File: src/rtl/store_align.sv
// store_align: turns byte/half/word stores at any byte address into lane-positioned
// word writes. A store that spills past a word boundary is either split into two
// writes (SPLIT_EN=1) or dropped with an error pulse (SPLIT_EN=0).
module store_align #(
    parameter int unsigned SPLIT_EN = 1
) (
    input  logic        CLK,
    input  logic        RST,
    input  logic        req_valid,
    output logic        req_ready,
    input  logic [1:0]  req_type,
    input  logic [31:0] req_addr,
    input  logic [31:0] req_data,
    output logic        mem_valid,
    input  logic        mem_ready,
    output logic [31:0] mem_addr,
    output logic [31:0] mem_wdata,
    output logic [3:0]  mem_wbe,
    output logic        done,
    output logic        err
);

    typedef enum logic [1:0] {StIdle, StWr0, StWr1, StFin} state_e;

    localparam logic [1:0] TypeSb  = 2'b00;
    localparam logic [1:0] TypeSh  = 2'b01;
    localparam logic [1:0] TypeSw  = 2'b10;
    localparam logic [1:0] TypeRsv = 2'b11;

    state_e      state_q, state_d;
    logic [1:0]  type_q, type_d;
    logic [31:0] addr_q, addr_d;
    logic [31:0] data_q, data_d;
    logic        err_q, err_d;

    // 8-bit lane mask spanning the addressed word and the next one.
    function automatic logic [7:0] lane_mask(input logic [1:0] t, input logic [1:0] off);
        logic [7:0] base;
        case (t)
            TypeSb:  base = 8'h01;
            TypeSh:  base = 8'h03;
            default: base = 8'h0F;
        endcase
        return base << off;
    endfunction

    logic [7:0]  req_mask;
    logic        req_cross;
    logic        req_drop;
    logic        accept;
    logic [7:0]  cur_mask;
    logic        cur_cross;
    logic [1:0]  cur_off;
    logic [31:0] word_base;

    // Decode the incoming request and the captured request.
    always_comb begin
        req_mask  = lane_mask(req_type, req_addr[1:0]);
        req_cross = |req_mask[7:4];
        req_drop  = (req_type == TypeRsv) || (req_cross && (SPLIT_EN == 0));
        req_ready = (state_q == StIdle) && !RST;
        accept    = req_valid && req_ready;
        cur_off   = addr_q[1:0];
        cur_mask  = lane_mask(type_q, cur_off);
        cur_cross = |cur_mask[7:4];
        word_base = {addr_q[31:2], 2'b00};
    end

    // Next-state logic and request capture.
    always_comb begin
        state_d = state_q;
        type_d  = type_q;
        addr_d  = addr_q;
        data_d  = data_q;
        err_d   = err_q;
        unique case (state_q)
            StIdle: begin
                if (accept) begin
                    type_d  = req_type;
                    addr_d  = req_addr;
                    data_d  = req_data;
                    err_d   = req_drop;
                    state_d = req_drop ? StFin : StWr0;
                end
            end
            StWr0: begin
                if (mem_ready) begin
                    state_d = cur_cross ? StWr1 : StFin;
                end
            end
            StWr1: begin
                if (mem_ready) begin
                    state_d = StFin;
                end
            end
            StFin: begin
                state_d = StIdle;
            end
            default: state_d = StIdle;
        endcase
    end

    // Memory-side and completion outputs, all decoded from registered state.
    always_comb begin
        mem_valid = 1'b0;
        mem_addr  = 32'h0;
        mem_wdata = 32'h0;
        mem_wbe   = 4'b0000;
        done      = 1'b0;
        err       = 1'b0;
        unique case (state_q)
            StWr0: begin
                mem_valid = 1'b1;
                mem_addr  = word_base;
                mem_wbe   = cur_mask[3:0];
                mem_wdata = data_q << {cur_off, 3'b000};
            end
            StWr1: begin
                mem_valid = 1'b1;
                // Wraps naturally at the top of the address space.
                mem_addr  = word_base + 32'd4;
                mem_wbe   = cur_mask[7:4];
                mem_wdata = data_q >> (6'd32 - {1'b0, cur_off, 3'b000});
            end
            StFin: begin
                done = 1'b1;
                err  = err_q;
            end
            default: begin
            end
        endcase
    end

    // State and request registers with synchronous reset.
    always_ff @(posedge CLK) begin
        if (RST) begin
            state_q <= StIdle;
            type_q  <= TypeSb;
            addr_q  <= 32'h0;
            data_q  <= 32'h0;
            err_q   <= 1'b0;
        end else begin
            state_q <= state_d;
            type_q  <= type_d;
            addr_q  <= addr_d;
            data_q  <= data_d;
            err_q   <= err_d;
        end
    end

    logic unused_type_sh;
    assign unused_type_sh = (TypeSh == TypeSw);

endmodule

File: config.mk
export PLATFORM = sky130hd
export DESIGN_NAME = store_align
export DESIGN_NICKNAME = d
export VERILOG_FILES = /design/src/rtl/store_align.sv
export SDC_FILE = /design/constraint.sdc
export NUM_CORES = 1
export LEC_CHECK = 0
export CORE_UTILIZATION = 52
export DETAILED_ROUTE_END_ITERATION = 8
export PLACE_DENSITY = 0.86
export SYNTH_ARGS = -nofsm -noshare
export SYNTH_HDL_FRONTEND = slang
export SYNTH_SLANG_ARGS = --single-unit
File: constraint.sdc
create_clock -name CLK -period 9.4 [get_ports CLK]
set_clock_uncertainty 0.1 [all_clocks]
set_input_delay 1.88 -clock CLK [delete_from_list [all_inputs] [get_ports CLK]]
set_output_delay 1.88 -clock CLK [all_outputs]
set_load 0.01 [all_outputs]
# Word-level counts from Yosys, hierarchy flattened
# Index checks and enable logic that the tools add are counted.
[classes]
add_sub_neg = 2
eq_ne = 8
shifts = 3
n_mux = 13
reduce_logical = 9
[ops]
columns = ["op", "count"]
rows = [
  ["32-bit case mux with 2 select lines", 2],
  ["32-bit by 3-bit adder with 32-bit output (second input constant)", 1],
  ["32-bit by 5-bit << shifter with 32-bit output", 1],
  ["32-bit by 6-bit right shift with 32-bit output", 1],
  ["4-bit case mux with 2 select lines", 2],
  ["2-bit 2-to-1 mux", 4],
  ["2-bit case mux with 4 select lines", 1],
  ["8-bit by 2-bit << shifter with 8-bit output", 1],
  ["2-bit equality test (second input constant)", 3],
  ["2-bit inequality test (second input constant)", 3],
  ["6-bit by 5-bit subtractor with 6-bit output (first input constant)", 1],
  ["2-bit by 1-bit equality test with 1-bit output (second input constant)", 2],
  ["2-bit logical NOT", 2],
  ["1-bit 2-to-1 mux", 4],
  ["4-bit OR reduction", 1],
  ["3-bit AND reduction", 1],
  ["1-bit logical AND", 2],
  ["2-bit AND reduction", 1],
  ["2-bit OR reduction", 1],
  ["1-bit logical NOT", 1],
]
[totals]
reg_bits = 69
word_cells = 40

# Depth between registers and ports, before layout
[depth]
depth_word = 7
mapped_depth = 10
mapped_depth_nobuf = 6

# Worst setup path before layout
# OpenSTA, ideal clock, no wires.
[synth_timing]
kind = "register to output"
startpoint = "register addr_q[1]"
endpoint = "output mem_wdata[10]"
arrival_time_ns = 2.656
required_ns = 7.420
path_slack_ns = 4.764
path_stages_with_launch = 11
path_buffers = 4
path_cell_list = "dfxtp_1 > clkbuf_1 > buf_1 > inv_1 > ha_1 > or3b_2 > buf_2 > a21oi_4 > buf_4 > a22oi_1 > a21boi_0"
[synth_between]
elab_chain_cells = 3
word_cells_on_any_way = 4
[synth_lines]
columns = ["item", "line", "rtl"]
rows = [
  ["from (decl)", "32", "logic [31:0] addr_q, addr_d;"],
  ["from (signal assigned)", "145", "addr_q <= addr_d;"],
  ["6-bit by 5-bit subtractor with 6-bit output", "123", "mem_wdata = data_q >> (6'd32 - {1'b0, cur_off, 3'b000});"],
  ["32-bit by 6-bit right shift with 32-bit output", "123", ""],
  ["32-bit case mux with 2 select lines *", "111", "unique case (state_q)"],
  ["to (decl)", "17", "output logic [31:0] mem_wdata,"],
]
# Mark *: on every way between the ends. The rest lies on a longest branch, timed or not.

# Worst setup path in the final report
[layout_timing]
startpoint = "register addr_q[0]"
endpoint = "output mem_wdata[10]"
# The elaborated chain is that of the path after synthesis.

==> metrics.log <==
[metrics] result of the run: completed
[metrics] number of top-level design ports: 142
[metrics] Min-Delay Endpoint: err_q
[metrics] Post-DP HPWL: 10900 um
[metrics] slack of the worst reg-to-reg path: 6.50 ns
[metrics] fraction of synthesis flops using an asynchronous set or reset pin: 0%
[metrics] quantity of I/O buffers inserted on ports: 139
[metrics] initial antenna violation count: 0
[metrics] number of global-route vias before repair: 5078
[metrics] average size of a mapped cell: 7.46 um2
[metrics] Layout area overhead: 30.7%
[metrics] instance count of the mapped netlist: 659
[metrics] number of synthesized register bits: 69
[metrics] net switching component of the power: 0.000520 W
[metrics] worst slack after detailed placement: 3.71 ns
[metrics] largest net degree at the start of global routing: 78
[metrics] 1st-pass router iterations: 8
[metrics] number of buffers created by CTS: 9
[metrics] Worst-Skew Late Latency: 0.35 ns
[metrics] crit-path max FO: 32
[metrics] layout net count: 832
[metrics] Die X: 99.2 um
[metrics] warnings from Yosys: 0
[metrics] Hold-fix buffers, CTS: 0
[metrics] worst endpoint required time: 7.42 ns
[metrics] total standard cell area after synthesis: 4920 um2
[metrics] Die Footprint: 9850 um2
[metrics] final worst path period share: 65.5%
[metrics] fraction of the yosys area taken by sequential cells: 28.1%
[metrics] WL final: 16100 um
[metrics] number of violations reported at the end of detailed-routing iteration 0: 460
[metrics] Internal Dissipation: 0.000719 W
[metrics] Total Neg Setup Slack: 0 ns
[metrics] proportion of power drawn by the clock network: 20.3%
[metrics] CTS max path bufs: 2
[metrics] routability-driven placement congestion ratio: 0.904
[metrics] nature of the critical path startpoint: register
[metrics] Pwr Density: 193 nW/um2
[metrics] Arr. time, crit path: 4.17 ns
[metrics] share of total power in combinational logic: 43.4%
[metrics] dominant register cell in the synthesized netlist: sky130_fd_sc_hd__dfxtp_1
[metrics] final setup fails: 0
[metrics] count of filler cells inserted in the layout: 771
[metrics] total number of placement rows: 35
[metrics] overall die height: 99.2 um
[metrics] core area: 9200 um2
[metrics] Max Fclk: 163 MHz
[metrics] Residual DRC: 0
[metrics] wire per inst: 18.4 um
[metrics] effective utilization at floorplan: 53.5%
[metrics] clock period minus worst slack: 6.15 ns
[metrics] LEAKAGE: 2.32 nW
[metrics] Vias/cell: 6.29
[metrics] switching power share of the total: 42.0%
[metrics] setup repair after global routing missed its margin: no
[metrics] number of cells traversed by the worst register-to-register path: 7
[metrics] final hold slack: 0.386 ns
[metrics] ant diodes: 0
[metrics] TritonCTS clock tree: done
[metrics] number of enable-type register cells in the synthesized netlist: 0
[metrics] GRT Util Overall: 32.0%
[metrics] max-capacitance violation count: 0
[metrics] max_slew headroom: 20.1%
[metrics] Hold Startpoint: err_q
[metrics] number of nets with antenna violations after detailed routing: 0
[metrics] post-synth cell types: 59
[metrics] hold crit path type: register to register
[metrics] count of vias placed by the detailed router: 5470
[metrics] Worst Slack Setup Final: 3.25 ns
[metrics] total congestion overflow: 0
[metrics] worst flop-to-flop path endpoint: state_q[0]
[metrics] Max rail drop VDD: 0.0911 mV
[metrics] H-Tree Depth: 3
[metrics] layout cells sized above 1: 5.67%
[metrics] hold path cells: 2
[metrics] launch point of the worst reg-to-reg path: state_q[1]
[metrics] fin. max-slew vios: 0
[metrics] clock root buffer master: sky130_fd_sc_hd__clkbuf_8
[metrics] global-route wire length before repair: 25200 um
[metrics] share of total power in sequential cells: 36.3%
[metrics] Slew @ Worst Pin: 1.20 ns
[metrics] final core occ: 69.9%
[metrics] endpoint class of the critical path: output pin
[metrics] clock-pin transition on the worst setup and hold timing paths: 0.08 ns
[metrics] count of instances resized after the clock tree is built: 0
[metrics] number of failing hold endpoints at the final stage: 0
[metrics] Post CTS Setup Buffer Count: 0
[metrics] clock net sink count: 69
[metrics] crit path kind: register to output pin
==> state kept, by name (all words and copies together) (netlist names) <==
name	cells
state_q	2
type_q	2
data_q	32
addr_q	32
err_q	1
==> power by group through the flow <==
| stage | Clock (W) | Combinational [W] | Sequential [W] |
|---|---|---|---|
| after floorplan | 0 | 0.000379 | 0.000413 |
| after global placement | 0 | 0.000518 | 0.000447 |
| after detailed placement | 0 | 0.000530 | 0.000451 |
| after CTS | 0.000253 | 0.000534 | 0.000445 |
| after global routing | 0.000266 | 0.000586 | 0.000458 |
| final | 0.000252 | 0.000537 | 0.000449 |
==> kinds of logic (layout without fill, tap and decap cells) <==
logic type | after synthesis | count (layout) | share of synthesized area [%]
other cells | 1 | 2 | 0.0763
buf+inv | 74 | 173 | 6.24
mux | 25 | 25 | 5.40
compound gates | 157 | 157 | 23.6
fa+ha+maj | 8 | 8 | 2.04
flops | 69 | 69 | 28.1
simple gates | 323 | 323 | 34.2
xor+xnor | 2 | 2 | 0.356
==> synth_stat cells (all sizes together) (2+ instances only) <==
cell	n	share of area, %
o311ai	4	0.71
nand2	154	12
and2	6	0.76
xor2	2	0.36
or4	3	0.46
nand3b	58	8.9
nor2b	27	3.4
ha	8	2.0
nand4	12	1.5
a21o	2	0.31
o31a	2	0.36
a22oi	16	2.4
nand2b	4	0.51
o2bb2ai	10	1.8
a21oi	13	1.6
and4	6	1.1
dfxtp	69	28
a222oi	8	1.6
a41oi	4	0.71
a32oi	2	0.36
clkbuf	39	3.0
o31ai	16	2.4
a2bb2oi	2	0.36
buf	21	2.2
a21boi	11	1.7
nand3	11	1.1
o21ai	25	2.5
mux2	12	2.7
nor3b	2	0.31
a31o	3	0.53
a22o	17	3.0
o41ai	2	0.36
a31oi	13	1.7
or2	2	0.25
inv	14	1.1
nor3	2	0.20
mux2i	13	2.6
nor2	21	1.6
nor4	9	1.3
==> cells in the final DEF, fill, tap and decap left out, drive strengths merged, types with 3 or more instances in the layout <==
cell,n
ha,8
mux2,12
a31oi,13
dfxtp,69
o31ai,16
nor4,9
clkdlybuf4s50,138
nand3,11
nand4,12
a22oi,16
clkbuf,9
nor2b,27
o311ai,4
nand2b,4
nand3b,58
nand2,154
o21ai,25
a21oi,13
inv,15
a41oi,4
o2bb2ai,10
buf,5
a21boi,11
clkinvlp,3
a22o,17
mux2i,13
a222oi,8
or4,3
a31o,3
nor2,21
and4,6
and2,6
==> through the flow <==
stage,total power [W],std cells,cell area [um2]
detailed placement,0.000981,854,6230
global placement,0.000965,854,6230
finish,0.00124,870,6430
CTS,0.00123,870,6430
floorplan,0.000791,660,4920
global route,0.00131,870,6430
==> cell type report <==
cell class,count,area [um2],area share (%)
Clock buffer,9,124,1.93
Multi-Input combinational cell,517,3240,50.4
Clock inverter,7,75.1,1.17
Inverter,14,52.6,0.818
Sequential cell,69,1380,21.5
Timing Repair Buffer,143,1420,22.0
Tap cell,111,139,2.16
==> metal layers <==
metal | track usage [%] | routed length (um) | vias to the layer above
met5 | 0 | 0 | -
met4 | 12.4 | 433 | 0
met3 | 5.41 | 1470 | 37
met2 | 54.1 | 7660 | 326
met1 | 40.7 | 6480 | 2533
li1 | - | - | 2574
==> how the worst max path moves through the flow <==
stage	from	cells after the start	endpoint	slack, ns
floorplan	addr_q[1]	10	mem_wdata[10]	4.76
global placement	addr_q[0]	8	mem_wdata[13]	3.72
detailed placement	addr_q[0]	8	mem_wdata[13]	3.71
CTS	addr_q[0]	8	mem_wdata[13]	3.32
global route	state_q[1]	7	mem_addr[30]	3.03
finish	addr_q[0]	8	mem_wdata[10]	3.25
==> critical path, stage by stage (launching register included) <==
cell and delay [ns]:
sky130_fd_sc_hd__dfxtp_1 0.32, sky130_fd_sc_hd__buf_4 0.36, sky130_fd_sc_hd__inv_1 0.30, sky130_fd_sc_hd__ha_1 0.54, sky130_fd_sc_hd__or3b_2 0.66, sky130_fd_sc_hd__a21oi_4 0.55
sky130_fd_sc_hd__a22oi_1 0.18, sky130_fd_sc_hd__a21boi_0 0.30, sky130_fd_sc_hd__clkdlybuf4s50_1 0.60
(Power assumes the default switching activity.)
